$ cat src/rtl/simon_seq_engine.sv
// Parametrised Simon game core: grows a random sequence one step per round,
// plays it back on LED/tone, checks the player's presses and reports score/lose/win.
module simon_seq_engine #(
    parameter int  NUM_CH        = 4,
    parameter int  MAX_LEN       = 32,
    parameter int  STEP_TICKS    = 25_000_000,
    parameter int  GAP_TICKS     = 12_500_000,
    parameter int  TIMEOUT_TICKS = 150_000_000,
    localparam int IW            = $clog2(NUM_CH),
    localparam int SW            = $clog2(MAX_LEN + 1)
) (
    input  logic              clk,
    input  logic              rst,
    input  logic              start,
    input  logic [NUM_CH-1:0] btn,
    input  logic [IW-1:0]     rand_idx,
    output logic [NUM_CH-1:0] led,
    output logic              tone_en,
    output logic [IW-1:0]     tone_sel,
    output logic [SW-1:0]     score,
    output logic              awaiting_input,
    output logic              lose,
    output logic              win
);

    // state      | meaning
    // S_IDLE     | waiting for the first start
    // S_CLEAR    | reset len and score for a new game
    // S_APPEND   | store one random step, restart playback at step 0
    // S_PLAY_ON  | step idx lit with its tone for STEP_TICKS cycles
    // S_PLAY_GAP | dark for GAP_TICKS cycles between steps
    // S_WAIT_IN  | player repeats the sequence, timeout running
    // S_LOSE     | wrong press or timeout, score frozen
    // S_WIN      | MAX_LEN rounds completed, score frozen
    typedef enum logic [2:0] {
        S_IDLE,
        S_CLEAR,
        S_APPEND,
        S_PLAY_ON,
        S_PLAY_GAP,
        S_WAIT_IN,
        S_LOSE,
        S_WIN
    } state_t;

    localparam int MAX_SG    = (STEP_TICKS > GAP_TICKS) ? STEP_TICKS : GAP_TICKS;
    localparam int MAX_TICKS = (MAX_SG > TIMEOUT_TICKS) ? MAX_SG : TIMEOUT_TICKS;
    localparam int TW        = $clog2(MAX_TICKS + 1);
    localparam int AW        = (MAX_LEN > 1) ? $clog2(MAX_LEN) : 1;

    state_t            state;
    state_t            state_d;
    logic [SW-1:0]     len;
    logic [SW-1:0]     len_d;
    logic [SW-1:0]     idx;
    logic [SW-1:0]     idx_d;
    logic [SW-1:0]     idx_inc;
    logic [SW-1:0]     score_r;
    logic [SW-1:0]     score_d;
    logic [TW-1:0]     tick;
    logic [TW-1:0]     tick_d;
    logic [NUM_CH-1:0] btn_q;
    logic [NUM_CH-1:0] rise;

    logic [IW-1:0]     seq [MAX_LEN];
    logic              seq_we;
    logic [IW-1:0]     seq_wdata;
    logic [IW-1:0]     seq_cur;
    logic [NUM_CH-1:0] cur_onehot;
    logic [31:0]       rand_ext;

    logic [NUM_CH-1:0] led_d;
    logic              tone_en_d;
    logic [IW-1:0]     tone_sel_d;
    logic [IW-1:0]     btn_low;

    assign rise       = btn & ~btn_q;
    assign idx_inc    = idx + SW'(1);
    assign seq_cur    = seq[idx[AW-1:0]];
    assign cur_onehot = {{(NUM_CH-1){1'b0}}, 1'b1} << seq_cur;
    assign rand_ext   = 32'(rand_idx);
    assign seq_wdata  = IW'(rand_ext % NUM_CH);

    // Sequence memory is deliberately left out of reset; len bounds every read.
    always_ff @(posedge clk) begin
        if (seq_we) begin
            seq[len[AW-1:0]] <= seq_wdata;
        end
    end

    always_ff @(posedge clk or posedge rst) begin
        if (rst) begin
            state   <= S_IDLE;
            len     <= '0;
            idx     <= '0;
            tick    <= '0;
            score_r <= '0;
            btn_q   <= '0;
        end else begin
            state   <= state_d;
            len     <= len_d;
            idx     <= idx_d;
            tick    <= tick_d;
            score_r <= score_d;
            btn_q   <= btn;
        end
    end

    always_comb begin
        state_d = state;
        len_d   = len;
        idx_d   = idx;
        tick_d  = tick;
        score_d = score_r;
        seq_we  = 1'b0;
        case (state)
            S_IDLE, S_LOSE, S_WIN: begin
                if (start) begin
                    state_d = S_CLEAR;
                end
            end
            S_CLEAR: begin
                len_d   = '0;
                score_d = '0;
                state_d = S_APPEND;
            end
            S_APPEND: begin
                seq_we  = 1'b1;
                len_d   = len + SW'(1);
                idx_d   = '0;
                tick_d  = '0;
                state_d = S_PLAY_ON;
            end
            S_PLAY_ON: begin
                if (tick == TW'(STEP_TICKS - 1)) begin
                    tick_d  = '0;
                    state_d = S_PLAY_GAP;
                end else begin
                    tick_d = tick + TW'(1);
                end
            end
            S_PLAY_GAP: begin
                if (tick == TW'(GAP_TICKS - 1)) begin
                    tick_d = '0;
                    if (idx_inc < len) begin
                        idx_d   = idx_inc;
                        state_d = S_PLAY_ON;
                    end else begin
                        idx_d   = '0;
                        state_d = S_WAIT_IN;
                    end
                end else begin
                    tick_d = tick + TW'(1);
                end
            end
            S_WAIT_IN: begin
                // A press on the timeout cycle is evaluated first, so it wins.
                if (|rise) begin
                    tick_d = '0;
                    if (rise == cur_onehot) begin
                        if (idx_inc == len) begin
                            score_d = len;
                            state_d = (len == SW'(MAX_LEN)) ? S_WIN : S_APPEND;
                        end else begin
                            idx_d = idx_inc;
                        end
                    end else begin
                        state_d = S_LOSE;
                    end
                end else if (tick == TW'(TIMEOUT_TICKS - 1)) begin
                    state_d = S_LOSE;
                end else begin
                    tick_d = tick + TW'(1);
                end
            end
            default: begin
                state_d = S_IDLE;
            end
        endcase
    end

    always_comb begin
        btn_low = '0;
        for (int i = NUM_CH - 1; i >= 0; i--) begin
            if (btn[i]) begin
                btn_low = IW'(i);
            end
        end
    end

    always_comb begin
        led_d      = '0;
        tone_en_d  = 1'b0;
        tone_sel_d = '0;
        case (state)
            S_PLAY_ON: begin
                led_d      = cur_onehot;
                tone_en_d  = 1'b1;
                tone_sel_d = seq_cur;
            end
            S_WAIT_IN: begin
                led_d      = btn;
                tone_en_d  = |btn;
                tone_sel_d = btn_low;
            end
            default: begin
                led_d      = '0;
                tone_en_d  = 1'b0;
                tone_sel_d = '0;
            end
        endcase
    end

    always_ff @(posedge clk or posedge rst) begin
        if (rst) begin
            led            <= '0;
            tone_en        <= 1'b0;
            tone_sel       <= '0;
            score          <= '0;
            awaiting_input <= 1'b0;
            lose           <= 1'b0;
            win            <= 1'b0;
        end else begin
            led            <= led_d;
            tone_en        <= tone_en_d;
            tone_sel       <= tone_sel_d;
            score          <= score_r;
            awaiting_input <= (state == S_WAIT_IN);
            lose           <= (state == S_LOSE);
            win            <= (state == S_WIN);
        end
    end

endmodule
$ cat config.mk
export PLATFORM = sky130hd
export DESIGN_NAME = simon_seq_engine
export DESIGN_NICKNAME = d
export VERILOG_FILES = /design/src/rtl/simon_seq_engine.sv
export SDC_FILE = /design/constraint.sdc
export NUM_CORES = 1
export LEC_CHECK = 0
export ABC_AREA = 0
export BUFFER_PORTS_ARGS = -buffer_cell sky130_fd_sc_hd__buf_2
export CAP_MARGIN = 20
export CORE_ASPECT_RATIO = 0.8
export CORE_MARGIN = 1
export CORE_UTILIZATION = 62
export DETAILED_ROUTE_END_ITERATION = 10
export PLACE_DENSITY = 0.89
export SLEW_MARGIN = 0
export SYNTH_ARGS = -nofsm -noshare
export SYNTH_HDL_FRONTEND = slang
export SYNTH_SLANG_ARGS = --single-unit
export TNS_END_PERCENT = 5
$ cat constraint.sdc
create_clock -name clk -period 3.4 [get_ports clk]
set_input_delay 0.17 -clock clk [delete_from_list [all_inputs] [get_ports clk]]
set_output_delay 0.17 -clock clk [all_outputs]
set_load 0.005 [all_outputs]
==> qor.txt <==
leakage power total -> 2.82 nW
dpl ws -> 0.409 ns
dpl hpwl -> 9640 um
1st-iter DRT viols -> 545
Total Power -> 5.73 mW
Worst setup EP type -> register
drt pass-1 iters -> 7
Clock Power Share -> 32.7%
Max Root-Sink Buffers -> 2
crit-path max cell delay -> 0.69 ns
largest net degree at the start of global routing -> 55
Worst Skew -> 0.0186 ns
Nets -> 626
worst hold slack -> 0.253 ns
gpl congestion -> 0.933
CP most frequent cell -> o21a_1
CP Depth -> 10
critical path cell sequence -> ha_1, ha_1, nor2b_1, o21a_1, o21a_1, o21a_1, o21ai_0, a21oi_1, nor3b_1, mux2_4
slowest cell on the critical path -> dfrtp_1
ys async rst share -> 51.9%
cell-internal power -> 3.75 mW
Commonest cells post-synth -> 71 x nor2_1, 69 x dfrtp_1, 64 x edfxtp_1
Critical Path RT -> 3.76 ns
max-cap check violation count -> 0
CTS sink cnt -> 133
worst vdd ir -> 0.595 mV
grt ovf -> 0
Max Fanout on Critical Path -> 15
Final Hold Violating Endpoints -> 0
sequential fraction of the synthesis area -> 56.9%
Seq cells post-synth -> 133
Worst Max-Slew Pin Slew -> 0.599 ns
post-synthesis compound-gate area fraction -> 9.81%
final non-filler cell total -> 754
latest clock arrival within the worst-skew pair -> 0.43 ns
initial core utilization -> 65.1%
die height -> 93.0 um
I/O pin cnt -> 25
Die W -> 116 um
CP startpoint kind -> register
PwrDens -> 777 mW/mm2
Distinct cells, synth -> 55
Core Region -> 0.00985 mm2
RR Endpoint -> idx[2]
vias per cell -> 6.51
vias in the first global route -> 4,797
Synth Area in Adders -> 2.34%
Antenna Cells -> 0
CP startpoint -> idx[1]
IO Port Bufs -> 24
DRC -> 0
area fraction of the dominant cell type after synthesis -> 30.0%
DP Cell Count -> 716
largest cells by area after synthesis -> edfxtp_1 30%, dfrtp_1 27%, nor2_1 4.2%
Setup violations, final -> 0
# rows -> 32
total number of yosys warnings -> 0
TritonCTS clock tree -> done
post-route ant nets -> 0
Setup CP Type -> reg -> reg
Hold WC Path Type -> in -> reg
Synth Area in Simple Gates -> 17.5%
register clock-pin slew on the reported worst setup and hold paths -> 0.07 ns
Post-Syn Instances -> 570
mux cell area share after synthesis -> 8.42%
first-pass GRT wire length -> 24,500 um
dominant synthesized flop cell -> dfrtp_1
Switching Share -> 34.4%
CP arrival -> 3.51 ns
crit path capture -> idx[2]
die area -> 0.0108 mm2
fmax -> 317 MHz
mean cell area of the mapped netlist -> 11.3 um2
min Tclk post-route -> 3.15 ns
top cell family by delay on the critical path -> compound AO/OA/AOI/OAI gates
Post-Syn Area -> 0.00642 mm2
CTS H-tree lvls -> 4
initial antenna violation count -> 0
largest family of logic cells by synthesized area -> simple AND/OR/NAND/NOR gates
outcome -> completed
share of layout cells above drive strength 1 -> 14.7%
root buf cell -> clkbuf_16
DR vias -> 4,906
share of power burned in combinational logic -> 31.7%
net switching power -> 1.97 mW
R2R Setup Slk -> 0.25 ns
area delta synth->final -> 14.9%
reg2reg path depth -> 10
Post-Syn Nets -> 591
worst path bufs/invs -> 0
Max Slew Vio Count -> 0
CTS buffer count -> 17
Hold Path Depth -> 1
most frequent cell after synthesis -> nor2_1
Tcrit/Tclk final -> 92.8%
number of synthesized flops with an enable pin -> 64
gr usage total -> 30.7%
Setup TNS Final -> 0 ns
wire length per cell -> 20.4 um
relative slew slack -> 59.7%
worst r2r src -> idx[1]
final worst slack -> 0.246 ns
Yosys top cell by area -> edfxtp_1
XOR/XNOR share of the synthesized area -> 2.18%
RSZ-0062 raised after global routing -> no
Flop pwr share -> 35.6%
WL final -> 15,400 um
logic make-up after synthesis:
| group | count (synthesis) |
|---|---|
| AO/OA/AOI/OAI | 97 |
| flip-flops | 133 |
| buffers and inverters | 45 |
| AND/OR/NAND/NOR | 231 |
| multiplexers | 36 |
| XOR/XNOR | 16 |
| adder cells (fa/ha/maj) | 12 |
power groups by stage:
stage / logic [mW] / registers [mW] / clock network [mW]
after global routing: 1.96 / 2.06 / 1.95
after floorplan: 1.27 / 2.00 / 0
after CTS: 1.77 / 2.03 / 1.85
after global placement: 1.66 / 2.05 / 0
after detailed placement: 1.73 / 2.06 / 0
final: 1.81 / 2.04 / 1.87
how the worst min path moves through the flow:
| stage | start | endpoint | slack [ns] |
|---|---|---|---|
| global placement | btn[2] | btn_q[2] | 0.34 |
| CTS | rst | score_r[2] | 0.08 |
| detailed placement | btn[2] | btn_q[2] | 0.35 |
| finish | rand_idx[1] | seq[2][1] | 0.25 |
| floorplan | btn[0] | btn_q[0] | 0.20 |
| global route | rand_idx[1] | seq[2][1] | 0.26 |
final cells by class:
cell class              instances  area [um2]
well taps                     136         170
clock inverters                14         159
flip-flops and latches        133        3650
multi-input cells             392        2580
inverters                      17        63.8
clock buffers                  18         439
repair buffers                 44         308
fillers                       620        2480
worst register-to-register path: cells and delay by family (launching register included):
family	cells	cell delay, ns
fa+ha+maj	2	0.65
simple gates	2	0.46
flops	1	0.69
compound gates	5	1.10
mux	1	0.20
what timing repair did:
action | CTS | global route
endpoints found under the hold margin | 4 | 16
setup endpoints to repair | 0 | 0
hold buffers | 4 | 1
resized for setup | 0 | 0
setup buffers | 0 | 0
flip-flops by register name, indices dropped and copies added, names as in the netlist, 3 cells and up:
name and flops:
idx 6, len 6, led 4, tick 28
btn_q 4, state 3, seq 64, score 6
score_r 6
per-layer routing:
metal | global-route usage [%] | vias to the layer above | routed length, um
li1 | - | 2163 | -
met1 | 40.9 | 2362 | 6080
met2 | 47.4 | 335 | 7380
met3 | 8.62 | 46 | 1550
met4 | 13.0 | 0 | 385
met5 | 0 | - | 0
placed cells by master, fill, tap and decap left out, drive strengths merged, types with 6 or more instances in the layout:
cell and instances:
mux4 11, mux2 6, a21oi 19, a2bb2oi 6
nand2b 8, mux2i 19, edfxtp 64, clkinv 6
buf 39, nor3b 6, nor2b 9, nor3 10
dfrtp 69, nand2 52, nand3 37, nand4 8
xor2 13, o21ai 37, nor2 71, or3 6
inv 17, ha 12, clkbuf 18
per-stage QoR:
step           area (um2)  utilization (%)
5_1_grt              7370             74.8
3_3_place_gp         6700             68.0
4_1_cts              7340             74.5
3_5_place_dp         6700             68.0
6_report             7370             74.8
2_1_floorplan        6420                -
No activity file was read; power rests on OpenSTA's default activity.
